### config.mk
export PLATFORM = sky130hd
export DESIGN_NAME = addr_seq
export DESIGN_NICKNAME = d
export VERILOG_FILES = /design/src/rtl/addr_seq.sv
export SDC_FILE = /design/constraint.sdc
export NUM_CORES = 1
export LEC_CHECK = 0
export ABC_AREA = 1
export CORE_AREA = 2 2 39 41
export CTS_CLUSTER_SIZE = 12
export DETAILED_ROUTE_END_ITERATION = 10
export DIE_AREA = 0 0 41 43
export PLACE_DENSITY = 0.73
export SLEW_MARGIN = 15
export SYNTH_ARGS = -nofsm -noshare
export SYNTH_HDL_FRONTEND = slang
export SYNTH_SLANG_ARGS = --single-unit
### constraint.sdc
create_clock -name clk -period 3 [get_ports clk]
set_clock_uncertainty 0.2 [all_clocks]
set_input_delay 0.75 -clock clk [delete_from_list [all_inputs] [get_ports clk]]
set_output_delay 0.75 -clock clk [all_outputs]
set_load 0.05 [all_outputs]
### src/rtl/addr_seq.sv
// Address sequencer: walks STEPS addresses, holding each for DWELL cycles, with start/stop/loop control.
// Optional remap table enabled by defining ADDR_SEQ_REMAP_EN.
module addr_seq #(
  parameter  int ADDR_W = 4,
  parameter  int STEPS  = 16,
  parameter  int DWELL  = 13,
  localparam int STEP_W = $clog2(STEPS),
  localparam int DW_W   = $clog2(DWELL + 1)
) (
  input  logic              clk,
  input  logic              rst_n,
  input  logic              start,
  input  logic              stop,
  input  logic              loop,
`ifdef ADDR_SEQ_REMAP_EN
  input  logic              map_we,
  input  logic [STEP_W-1:0] map_idx,
  input  logic [ADDR_W-1:0] map_data,
`endif
  output logic [ADDR_W-1:0] addr,
  output logic              out_trig,
  output logic              busy,
  output logic              done,
  output logic [STEP_W-1:0] step_idx
);

  typedef enum logic {IDLE, RUN} state_t;

  localparam logic [STEP_W-1:0] LAST_STEP  = STEP_W'(STEPS - 1);
  localparam logic [DW_W-1:0]   DWELL_LAST = DW_W'(DWELL - 1);

  state_t              state, state_nxt;
  logic [DW_W-1:0]     dwell, dwell_nxt;
  logic [STEP_W-1:0]   step_nxt, step_inc;
  logic [ADDR_W-1:0]   addr_nxt, map_first, map_inc;
  logic                trig_nxt, busy_nxt, done_nxt;
  logic                go, dwell_end, last_step;

  assign go        = start && !stop;
  assign dwell_end = (dwell == DWELL_LAST);
  assign last_step = (step_idx == LAST_STEP);
  assign step_inc  = step_idx + STEP_W'(1);

`ifdef ADDR_SEQ_REMAP_EN
  logic [ADDR_W-1:0] map_tbl [STEPS];
  logic              map_wr;

  // Table is only writable while idle and not on the edge that starts a sweep.
  assign map_wr = map_we && (state == IDLE) && !start &&
                  ({1'b0, map_idx} < (STEP_W + 1)'(STEPS));

  always_ff @(posedge clk or negedge rst_n) begin
    if (!rst_n) begin
      for (int i = 0; i < STEPS; i++) map_tbl[i] <= ADDR_W'(i);
    end else if (map_wr) begin
      map_tbl[map_idx] <= map_data;
    end
  end

  assign map_first = map_tbl[0];
  assign map_inc   = map_tbl[step_inc];
`else
  assign map_first = '0;
  assign map_inc   = ADDR_W'(step_inc);
`endif

  always_ff @(posedge clk or negedge rst_n) begin
    if (!rst_n) state <= IDLE;
    else        state <= state_nxt;
  end

  always_comb begin
    state_nxt = state;
    case (state)
      IDLE: if (go) state_nxt = RUN;
      RUN:  if (stop || (dwell_end && last_step && !loop)) state_nxt = IDLE;
      default: state_nxt = IDLE;
    endcase
  end

  // Stop overrides everything in RUN; leaving RUN always returns outputs to zero.
  always_comb begin
    dwell_nxt = '0;
    step_nxt  = '0;
    addr_nxt  = '0;
    trig_nxt  = 1'b0;
    busy_nxt  = 1'b0;
    done_nxt  = 1'b0;
    case (state)
      IDLE: begin
        if (go) begin
          busy_nxt = 1'b1;
          addr_nxt = map_first;
          trig_nxt = 1'b1;
        end
      end
      RUN: begin
        if (!stop) begin
          busy_nxt  = 1'b1;
          step_nxt  = step_idx;
          addr_nxt  = addr;
          dwell_nxt = dwell + DW_W'(1);
          if (dwell_end) begin
            dwell_nxt = '0;
            if (!last_step) begin
              step_nxt = step_inc;
              addr_nxt = map_inc;
            end else if (loop) begin
              step_nxt = '0;
              addr_nxt = map_first;
              trig_nxt = 1'b1;
            end else begin
              busy_nxt = 1'b0;
              step_nxt = '0;
              addr_nxt = '0;
              done_nxt = 1'b1;
            end
          end
        end
      end
      default: ;
    endcase
  end

  always_ff @(posedge clk or negedge rst_n) begin
    if (!rst_n) begin
      dwell    <= '0;
      step_idx <= '0;
      addr     <= '0;
      out_trig <= 1'b0;
      busy     <= 1'b0;
      done     <= 1'b0;
    end else begin
      dwell    <= dwell_nxt;
      step_idx <= step_nxt;
      addr     <= addr_nxt;
      out_trig <= trig_nxt;
      busy     <= busy_nxt;
      done     <= done_nxt;
    end
  end

endmodule

# After elaboration in Yosys (flattened, before gate mapping)
# Index checks and enable logic that the tools add are counted.
[word_totals]
elab_cells = 44
ff_bits = 16
[classes]
eq_ne = 3
reduce_logical = 6
muxes = 25
bitwise = 1
add_sub_neg = 2
[op_table]
columns = ["operator", "count"]
rows = [
  ["$mux 4", 7],
  ["$mux 1", 14],
  ["$add 4x1->4 const B", 2],
  ["$eq 4x4->1 const B", 2],
  ["$pmux 4 s2", 1],
  ["$pmux 1 s2", 3],
  ["$logic_and 1x1->1", 3],
  ["$ne 3x2->1 const B", 1],
  ["$logic_not 1->1", 2],
  ["$logic_or 1x1->1", 1],
  ["$not 1->1", 1],
]

# Longest topological paths before layout
# Gate-level depths: netlist of run 1.
[logic_depth]
word_depth = 6
mapped_depth = 8
mapped_depth_nobuf = 8

# Worst setup path after synthesis of run 1
# No wires, ideal clock.
[synth_path]
path_type = "reg-to-output"
start = "reg addr[0] (netlist name)"
end = "out step_idx[0]"
path_slack_ns = 1.051
path_buffers = 1
arrival_ns = 0.999
required_ns = 2.050
path_stages_with_launch = 2
cell_sequence = "dfrtp_1 buf_4"
[synth_rtl]
columns = ["item", "line_no", "text"]
rows = [
  ["end: declaration", "24", "output logic [STEP_W-1:0] step_idx"],
]

# Final worst setup path of run 1
[layout_path]
start = "reg addr[0]"
end = "out addr[0]"
[layout_rtl]
columns = ["item", "line_no", "text"]
rows = [
  ["start: declaration", "20", "output logic [ADDR_W-1:0] addr,"],
  ["start signal: assignment", "136", "addr <= addr_nxt;"],
]
# No word-level cell between the ends.

==> results.md, run 1 <==
* Outcome: finished, final reports clean
* Diodes inserted at 0
* Total GRT Usage at 15.6%
* CTS tree: done
* Initial drt markers at 3
* Share of cells above drive strength 1 at 17.0%
* Syn Std Cell Area at between 600 and 700 um^2
* CTS Hold Bufs at 0
* CP cell instances: clkdlybuf4s50_1
* # clock sinks at 12
* Startpoint Class: register
* CP Capture Type: primary output
* TritonRoute pass-1 iters at 2
* Simple-gate share of the synthesized area at roughly 29%
* Synth warn at 0
* IO Port Bufs at 15
* Placer Congestion at roughly 0.78
* Clock share of power at 35.0%
* Synth area leader: dfrtp_1
* Largest net degree at the start of global routing at 13
* Drt wl/cell at ~9.9 um
* Synthesized instance count at 73
* Die height at approximately 43 um
* Switching Fraction at between 20% and 30%
* Nets at just under 100
* Top cell type's share of synthesized area at 48.6%
* Vias at a little under 500
* Synth Net Count at around 80
* Final Hold Vio Count at 0
* Post-place setup slack at 766 ps
* WHS at a little under 300 ps
* Post-cts gate resize count at 0
* Worst-Margin Slew at just over 500 ps
* Post-synth EDFFs at 0
* Cell chosen for the clock root: clkbuf_4
* Max clock buf depth at 2
* Worst r2r path cells at 6
* Crit path kind: register to primary output
* Worst Setup Slack, final at between 400 and 500 ps
* Most common flop cell mapped by yosys: dfrtp_1
* Gr ovfl total at 0
* Worst-Skew Late Latency at between 200 and 300 ps
* Pins Over Slew Limit at 0
* Critical path depth at 1
* CTS Buf Count at 3
* Clock period minus worst slack at 2520 ps
* Top-count cell post-synth: nand2_1
* Number of synthesized register bits at 12
* Multiplexer area fraction after synthesis at 0%
* Internal Pwr Total at 267 uW
* Seq pwr share at ~50%
* Synth Area in Adders at 6.07%
* Area growth syn-to-layout at 28.5%
* Crit path required time at approximately 2100 ps
* Routed vias/inst at 4.70
* Number of global-route vias before repair at roughly 480
* Power per cell area at roughly 460 nW/um^2
* CORE AREA at about 1400 um^2
* Sequential share of the synthesized area at roughly 49%
* F_max at around 400 MHz
* Worst min-delay path category: register to register
* Fill cells at 137
* H-tree levels at 1
* Post-synth top cells: nand2_1, dfrtp_1, inv_1
* Remaining DRCs at 0
* CP bufs+invs at 1
* Leak at 0.000393 uW
* Register Area at around 300 um^2
* Die width at between 40 and 50 um
* Yosys cell types at 15
* IO Count at 16
* Main combinational cell family by area after synthesis: simple AND/OR/NAND/NOR gates
* Asr flop ratio synth at 100%
* Die ar. at approximately 1800 um^2
* Worst path slowest cell: clkdlybuf4s50_1
* Setup bufs post-CTS at 0
* Share of the cycle needed by the critical path after routing at 84.1%
* Ranking of synthesized cells by area: dfrtp_1, nand2_1, ha_1
* Final WL at 1.03 mm
* Worst path arrival time at approximately 1600 ps
* Synth Area in XOR/XNOR at approximately 2.8%
* Hold Path Depth at 1
* Worst path max stage delay at about 840 ps
* Final setup viols at 0
* Initial antenna violation count at 0
* Post-DP HPWL at 824 um
* Initial Utilization at approximately 45%
* Compound-cell area share of the yosys netlist at about 2.2%
* Switch Pwr at approximately 100 uW
* RSZ-0062 raised after global routing: no
* Reg clk slew, reported paths at ~80 ps
* Synth Area per Inst at approximately 8.5 um^2
* Peak fanout along the critical path at 7
* Comb power frac at between 10% and 20%
* Slew headroom at around two thirds
* Final ANT Viol Nets at 0
* Row Count at 14
* First-pass GRT wire length at ~1.9 mm
* VDD IR max at ~0.37 mV
* Crit path max-delay family: buffers and inverters
* Max Cap Viol at 0
* Setup TNS Final at 0 ps
* Multi-input gate area at ~250 um^2
## through the flow
| step | cell area, um^2 | util [%] | cells | total power [uW] |
|---|---|---|---|---|
| 3_3_place_gp | 758 | 54.8 | 100 | 241 |
| 5_1_grt | 795 | 57.4 | 104 | 388 |
| 6_report | 795 | 57.4 | 104 | 366 |
| 3_5_place_dp | 758 | 54.8 | 100 | 242 |
| 2_1_floorplan | 618 | - | 73 | 219 |
| 4_1_cts | 795 | 57.4 | 104 | 370 |
## flip-flops by register name (all words and copies together), names as in the netlist
signal,flops
state,1
dwell,4
busy,1
addr,4
out_trig,1
done,1
## final timing paths
kind | startpoint | end | slack, ps
worst max-delay path | addr[0] | addr[0] | 480
worst min register to register | dwell[0] | dwell[0] | 290
max in group asynchronous | rst_n | dwell[1] | 1650
min in group asynchronous | rst_n | dwell[0] | 610
worst max register to register | addr[0] | busy | 1580
worst min-delay path | dwell[0] | dwell[0] | 290
## layout by cell type (no fill, tap or decap), types with 2 or more instances in the layout
| cell type | n |
|---|---|
| dfrtp_1 | 12 |
| xnor2_1 | 2 |
| nand3_1 | 6 |
| nand2_2 | 3 |
| nor2_2 | 3 |
| clkdlybuf4s50_1 | 15 |
| inv_1 | 8 |
| nor2_1 | 7 |
| ha_1 | 3 |
| nand2_1 | 18 |
| clkbuf_4 | 3 |
| inv_2 | 3 |
## layout make-up
cell class	count	area share, %
clock buffers	4	4.57
inverters	11	5.20
well taps	16	2.52
flip-flops and latches	12	37.8
multi-input cells	46	31.0
repair buffers	15	18.9
## power by group through the flow
stage / logic (uW) / clock network (uW) / registers, uW
2_1_floorplan: 24.3 / 0 / 195
3_3_place_gp: 59.8 / 0 / 181
3_5_place_dp: 60.5 / 0 / 181
4_1_cts: 60.9 / 131 / 178
5_1_grt: 66.9 / 141 / 180
6_report: 59.7 / 128 / 178
## worst register-to-register path: stages (launching register included)
cell and delay (ps):
dfrtp_1 460, ha_1 220, nand3_1 120, inv_2 100, nand2_1 60, nand2_1 80
nand3_1 70
## routing by layer
layer | wire (um) | part of all wire (%) | global-route usage [%]
met5 | 0 | 0 | 0
met4 | 34 | 3.3 | 10.0
met3 | 34 | 3.3 | 3.14
met2 | 491 | 48 | 22.5
met1 | 473 | 46 | 20.4
## logic make-up (layout without fill, tap and decap cells)
family | count (synthesis) | after routing
AND/OR/NAND/NOR | 39 | 39
AO/OA/AOI/OAI | 2 | 2
flip-flops | 12 | 12
buffers and inverters | 15 | 30
XOR/XNOR | 2 | 2
adder cells (fa/ha/maj) | 3 | 3
(Power assumes the default switching activity.)
==> inputs of run 2 (changes only) <==
--- a/config.mk
+++ b/config.mk
@@ -6,11 +6,11 @@
 export NUM_CORES = 1
 export LEC_CHECK = 0
 export ABC_AREA = 1
-export CORE_AREA = 2 2 39 41
+export CORE_MARGIN = 1
+export CORE_UTILIZATION = 45
 export CTS_CLUSTER_SIZE = 12
 export DETAILED_ROUTE_END_ITERATION = 10
-export DIE_AREA = 0 0 41 43
-export PLACE_DENSITY = 0.73
+export PLACE_DENSITY = 0.71
 export SLEW_MARGIN = 15
 export SYNTH_ARGS = -nofsm -noshare
 export SYNTH_HDL_FRONTEND = slang
==> constraint.sdc (replaced) <==
create_clock -name clk -period 2.6 [get_ports clk]
set_clock_uncertainty 0.2 [all_clocks]
set_input_delay 0.65 -clock clk [delete_from_list [all_inputs] [get_ports clk]]
set_output_delay 0.65 -clock clk [all_outputs]
set_load 0.05 [all_outputs]
==> results.md, run 2 (synthesis results as in run 1) <==
* Cell chosen for the clock root: clkbuf_4
* Worst r2r path cells at 6
* Worst path arrival time at approximately 1600 ps
* Critical path depth at 1
* Drt wl/cell at approximately 10 um
* Switch Pwr at between 100 and 150 uW
* Hold Path Depth at 1
* Final ANT Viol Nets at 0
* Die ar. at approximately 1500 um^2
* Final cell count without fillers at roughly 100
* # clock sinks at 12
* Setup TNS Final at 0 ps
* CTS Hold Bufs at 0
* Final setup viols at 0
* Worst-Skew Late Latency at 280 ps
* Max Cap Viol at 0
* Crit path required time at 1750 ps
* Comb power frac at roughly 18%
* Die width at between 30 and 40 um
* Initial drt markers at 13
* Gr ovfl total at 0
* First-pass GRT wire length at 1.79 mm
* Share of the cycle needed by the critical path after routing at 93.2%
* Number of global-route vias before repair at between 400 and 500
* Final WL at roughly 1.0 mm
* Share of cells above drive strength 1 at between 15 and 20%
* Most frequent cells in the layout: nand2_1, clkdlybuf4s50_1, dfrtp_1, inv_1, nor2_1
* Slew headroom at ~65%
* CTS Buf Count at 3
* Clock period minus worst slack at 2420 ps
* Switching Fraction at around 30%
* Seq pwr share at a little over half
* CORE AREA at between 1000 and 1500 um^2
* Crit path max-delay family: buffers and inverters
* F_max at 413 MHz
* Total GRT Usage at approximately 18%
* Fill cells at around 110
* Final Hold Vio Count at 0
* Pins Over Slew Limit at 0
* Commonest non-fill, non-tap cell in the layout: nand2_1
* Placer Congestion at approximately 0.69
* Leak at approximately 0.00039 uW
* Initial antenna violation count at 0
* Nets at 97
* VDD IR max at approximately 0.32 mV
* Outcome: finished, final reports clean
* Reg clk slew, reported paths at about 80 ps
* Peak fanout along the critical path at 7
* Crit path kind: register to primary output
* Top Registers: addr: 4 flops, dwell: 4 flops
* Post-DP Area at between 700 and 800 um^2
* Cell area after layout at around 780 um^2
* Power per cell area at between 500 and 600 nW/um^2
* CP bufs+invs at 1
* Vias at 480
* Initial Utilization at between 50 and 60%
* IO Port Bufs at 15
* Worst-Margin Slew at 531 ps
* Worst path max stage delay at 840 ps
* CP Capture Type: primary output
* Post-cts gate resize count at 0
* Worst path slowest cell: clkdlybuf4s50_1
* Post-DP HPWL at between 700 and 800 um
* Area growth syn-to-layout at 25.9%
* IO Count at 16
* Placed Cells at between 90 and 100
* H-tree levels at 1
* Setup bufs post-CTS at 0
* Row Count at 12
* TritonRoute pass-1 iters at 4
* Worst min-delay path category: register to register
* Max clock buf depth at 2
* Diodes inserted at 0
* CTS tree: done
* CP cell instances: clkdlybuf4s50_1
* Startpoint Class: register
* Die height at ~40 um
* Largest net degree at the start of global routing at 13
* Remaining DRCs at 0
* Routed vias/inst at between 4 and 5
* Final core utilization at approximately two thirds
* Clock share of power at between 20% and 30%
* RSZ-0062 raised after global routing: no
* Internal Pwr Total at between 200 and 300 uW
run 2: changes by cell type in the layout (fill, tap and decap cells not counted):
cell	previous run	this run
clkbuf_8	1	0
run 2: worst paths after layout:
kind / startpoint / endpoint / slack [ps]
setup / recovery: addr[0] / step_idx[0] / 180
hold / removal: dwell[0] / dwell[0] / 300
setup reg to reg: addr[0] / state / 1160
hold reg to reg: dwell[0] / dwell[0] / 300
max in group asynchronous: rst_n / addr[1] / 1320
min in group asynchronous: rst_n / dwell[2] / 520
run 2: area by class of cell:
cell class	instances	area, um^2	area share [%]
timing repair buffer	15	150	19.3
tap	14	17.5	2.25
multi-input combinational	46	246	31.7
clock buffer	3	22.5	2.89
inverter	11	41.3	5.31
sequential	12	300	38.6
run 2: metrics by stage:
stage / worst slack, ps / power (uW) / hold slack [ps]
detailed placement: 468 / 280 / 291
finish: 178 / 392 / 297
global route: 115 / 408 / 333
global placement: 479 / 279 / 282
floorplan: 751 / 253 / 154
CTS: 164 / 396 / 302
run 2: power by group through the flow:
stage               sequential, uW  combinational [uW]  clock, uW
floorplan                      225                28.0          0
global placement               209                69.1          0
detailed placement             209                70.6          0
CTS                            206                71.0        119
global route                   207                78.0        123
finish                         206                70.0        116
run 2: worst reg2reg max path: cells and delay by family (launching register included):
| kind | cells | cell delay, ps |
|---|---|---|
| buffers and inverters | 1 | 90 |
| flip-flops | 1 | 460 |
| AND/OR/NAND/NOR | 4 | 350 |
| adder cells (fa/ha/maj) | 1 | 220 |
run 2: metal layers:
layer	vias up	wire length (um)	track usage, %
li1	248	-	-
met1	216	536	23.8
met2	14	425	25.4
met3	2	53	5.78
met4	0	22	10.3
met5	-	0	0
==> RTL change (settings of run 2) <==
Put one more register stage on the output `out_trig`, cleared by the reset. The value now appears one clock later. The other outputs are not delayed to match.
--- a/src/rtl/addr_seq.sv
+++ b/src/rtl/addr_seq.sv
@@ -29,4 +29,6 @@
   localparam logic [STEP_W-1:0] LAST_STEP  = STEP_W'(STEPS - 1);
   localparam logic [DW_W-1:0]   DWELL_LAST = DW_W'(DWELL - 1);
+
+  logic out_trig_s0;
 
   state_t              state, state_nxt;
@@ -128,5 +130,5 @@
       step_idx <= '0;
       addr     <= '0;
-      out_trig <= 1'b0;
+      out_trig_s0 <= 1'b0;
       busy     <= 1'b0;
       done     <= 1'b0;
@@ -135,5 +137,5 @@
       step_idx <= step_nxt;
       addr     <= addr_nxt;
-      out_trig <= trig_nxt;
+      out_trig_s0 <= trig_nxt;
       busy     <= busy_nxt;
       done     <= done_nxt;
@@ -141,4 +143,12 @@
   end
 
+  always_ff @(posedge clk or negedge rst_n) begin
+    if (!rst_n) begin
+      out_trig <= '0;
+    end else begin
+      out_trig <= out_trig_s0;
+    end
+  end
+
 endmodule
 
Behaviour: not the same (Yosys sat finds a counterexample within 4 cycles, from zero or initial values and one cycle with rst_n low).
==> RTL change against run 2 <==
  * First-iteration DRC count down 46%
  * Power up 22%
  * Sequential power up 12%
  * Final cell count unchanged
  * Clock power up 7%
  * Sequential cell count up 1
  * Global-route usage down 2.4 points
  * Worst setup slack worse by 46 ps
  * Synthesized area up 8.5%
  * Cell area up 6.8%
  * Non-clock buffer count unchanged
  * Critical endpoint is now addr[2]
  * Routed wire length down 0.58%
  * Largest power group unchanged
  * Core utilization down 4.1 points
==> RTL change: results <==
export IMPL_synth_cell_types=20
export IMPL_vias_per_cell=4.772
export IMPL_slowest_stage="clkdlybuf4s50_1"
export IMPL_synthCells=72
export IMPL_synthAdderAreaFrac=0.05597
export IMPL_hpwl_um=787
export IMPL_dpl_cell_count=97
export IMPL_grt_usage=0.1569
export IMPL_syn_nets=80
export IMPL_irDropWorstVdd_v=0.0003077
export IMPL_synth_xor_area_share=0.02612
export IMPL_routed_wl_met3_um=38
export IMPL_dp_slack_ps=434.3
export IMPL_met1_length_um=513
export IMPL_drive_gt1_frac=0.1512
export IMPL_grt_use_met1=0.2096
export IMPL_drtIter0Drc=7
export IMPL_synth_area_leaders="dfrtp_1 49%, nand2_1 7.3%, ha_1 5.6%"
export IMPL_wl_per_cell_um=10.22
export IMPL_gp_congestion=0.7291
export IMPL_grt_pass1_vias=383
export IMPL_grt_max_degree=14
export IMPL_synthTopCellsByCount="13 x dfrtp_1, 13 x nand2_1, 8 x inv_1, 7 x nand3_1, 6 x nor2_1"
export IMPL_arrival_ps=1620
export IMPL_status="finished clean"
export IMPL_cp_max_fo=9
export IMPL_nNetsFinal=95
export IMPL_leakagePower_nw=0.4021
export IMPL_met2WireLength_um=447
export IMPL_gr_usage_met3=0.03333
export IMPL_htree_levels=1
export IMPL_vias=482
RTL change: changes by cell type after synthesis, sizes merged:
cell / run 2 / this run
buf: 4 / 5
dfrtp: 12 / 13
inv: 11 / 10
nand2: 21 / 16
nand3: 7 / 8
nand3b: 0 / 1
nand4: 1 / 3
nor2: 10 / 8
o21ai: 2 / 3
RTL change: cells by family after synthesis:
logic type / after synthesis
buf+inv: 15
flops: 13
simple gates: 36
compound gates: 3
xor+xnor: 2
fa+ha+maj: 3
RTL change: path summary, 6_finish.rpt:
path                       cells past startpoint                   from  slack, ps                  end
max                                            1    addr[2]$_DFFE_PN0P_        130              addr[2]
max in group asynchronous                      1                  rst_n       1300  addr[3]$_DFFE_PN0P_
min reg2reg                                    0  out_trig_s0$_DFF_PN0_        160   out_trig$_DFF_PN0_
max reg2reg                                    6    addr[0]$_DFFE_PN0P_       1230  addr[3]$_DFFE_PN0P_
min in group asynchronous                      1                  rst_n        530   out_trig$_DFF_PN0_
min                                            0  out_trig_s0$_DFF_PN0_        160   out_trig$_DFF_PN0_
RTL change: layout make-up:
cell class / count / area [µm²]
Timing Repair Buffer: 15 / 150.1
Inverter: 10 / 40.04
Tap cell: 15 / 18.77
Fill cell: 113 / 519.2
Sequential cell: 13 / 325.3
Multi-Input combinational cell: 44 / 270.3
Clock buffer: 4 / 26.28
RTL change: stage by stage:
stage	utilization	hold WS (ps)	instance area (µm²)
final	0.6154	155.3	830.8
after global routing	0.6154	172.2	830.8
after CTS	0.6154	156.3	830.8
after detailed placement	0.5959	138.7	804.5
after global placement	0.5959	133.5	804.5
after floorplan	-	131.2	670.6
RTL change: report_power, final:
part	internal (mW)	switching, mW	total, mW
combinational	0.0420	0.0816	0.124
sequential	0.218	0.0121	0.230
clock	0.0595	0.0646	0.124
total	0.320	0.158	0.478
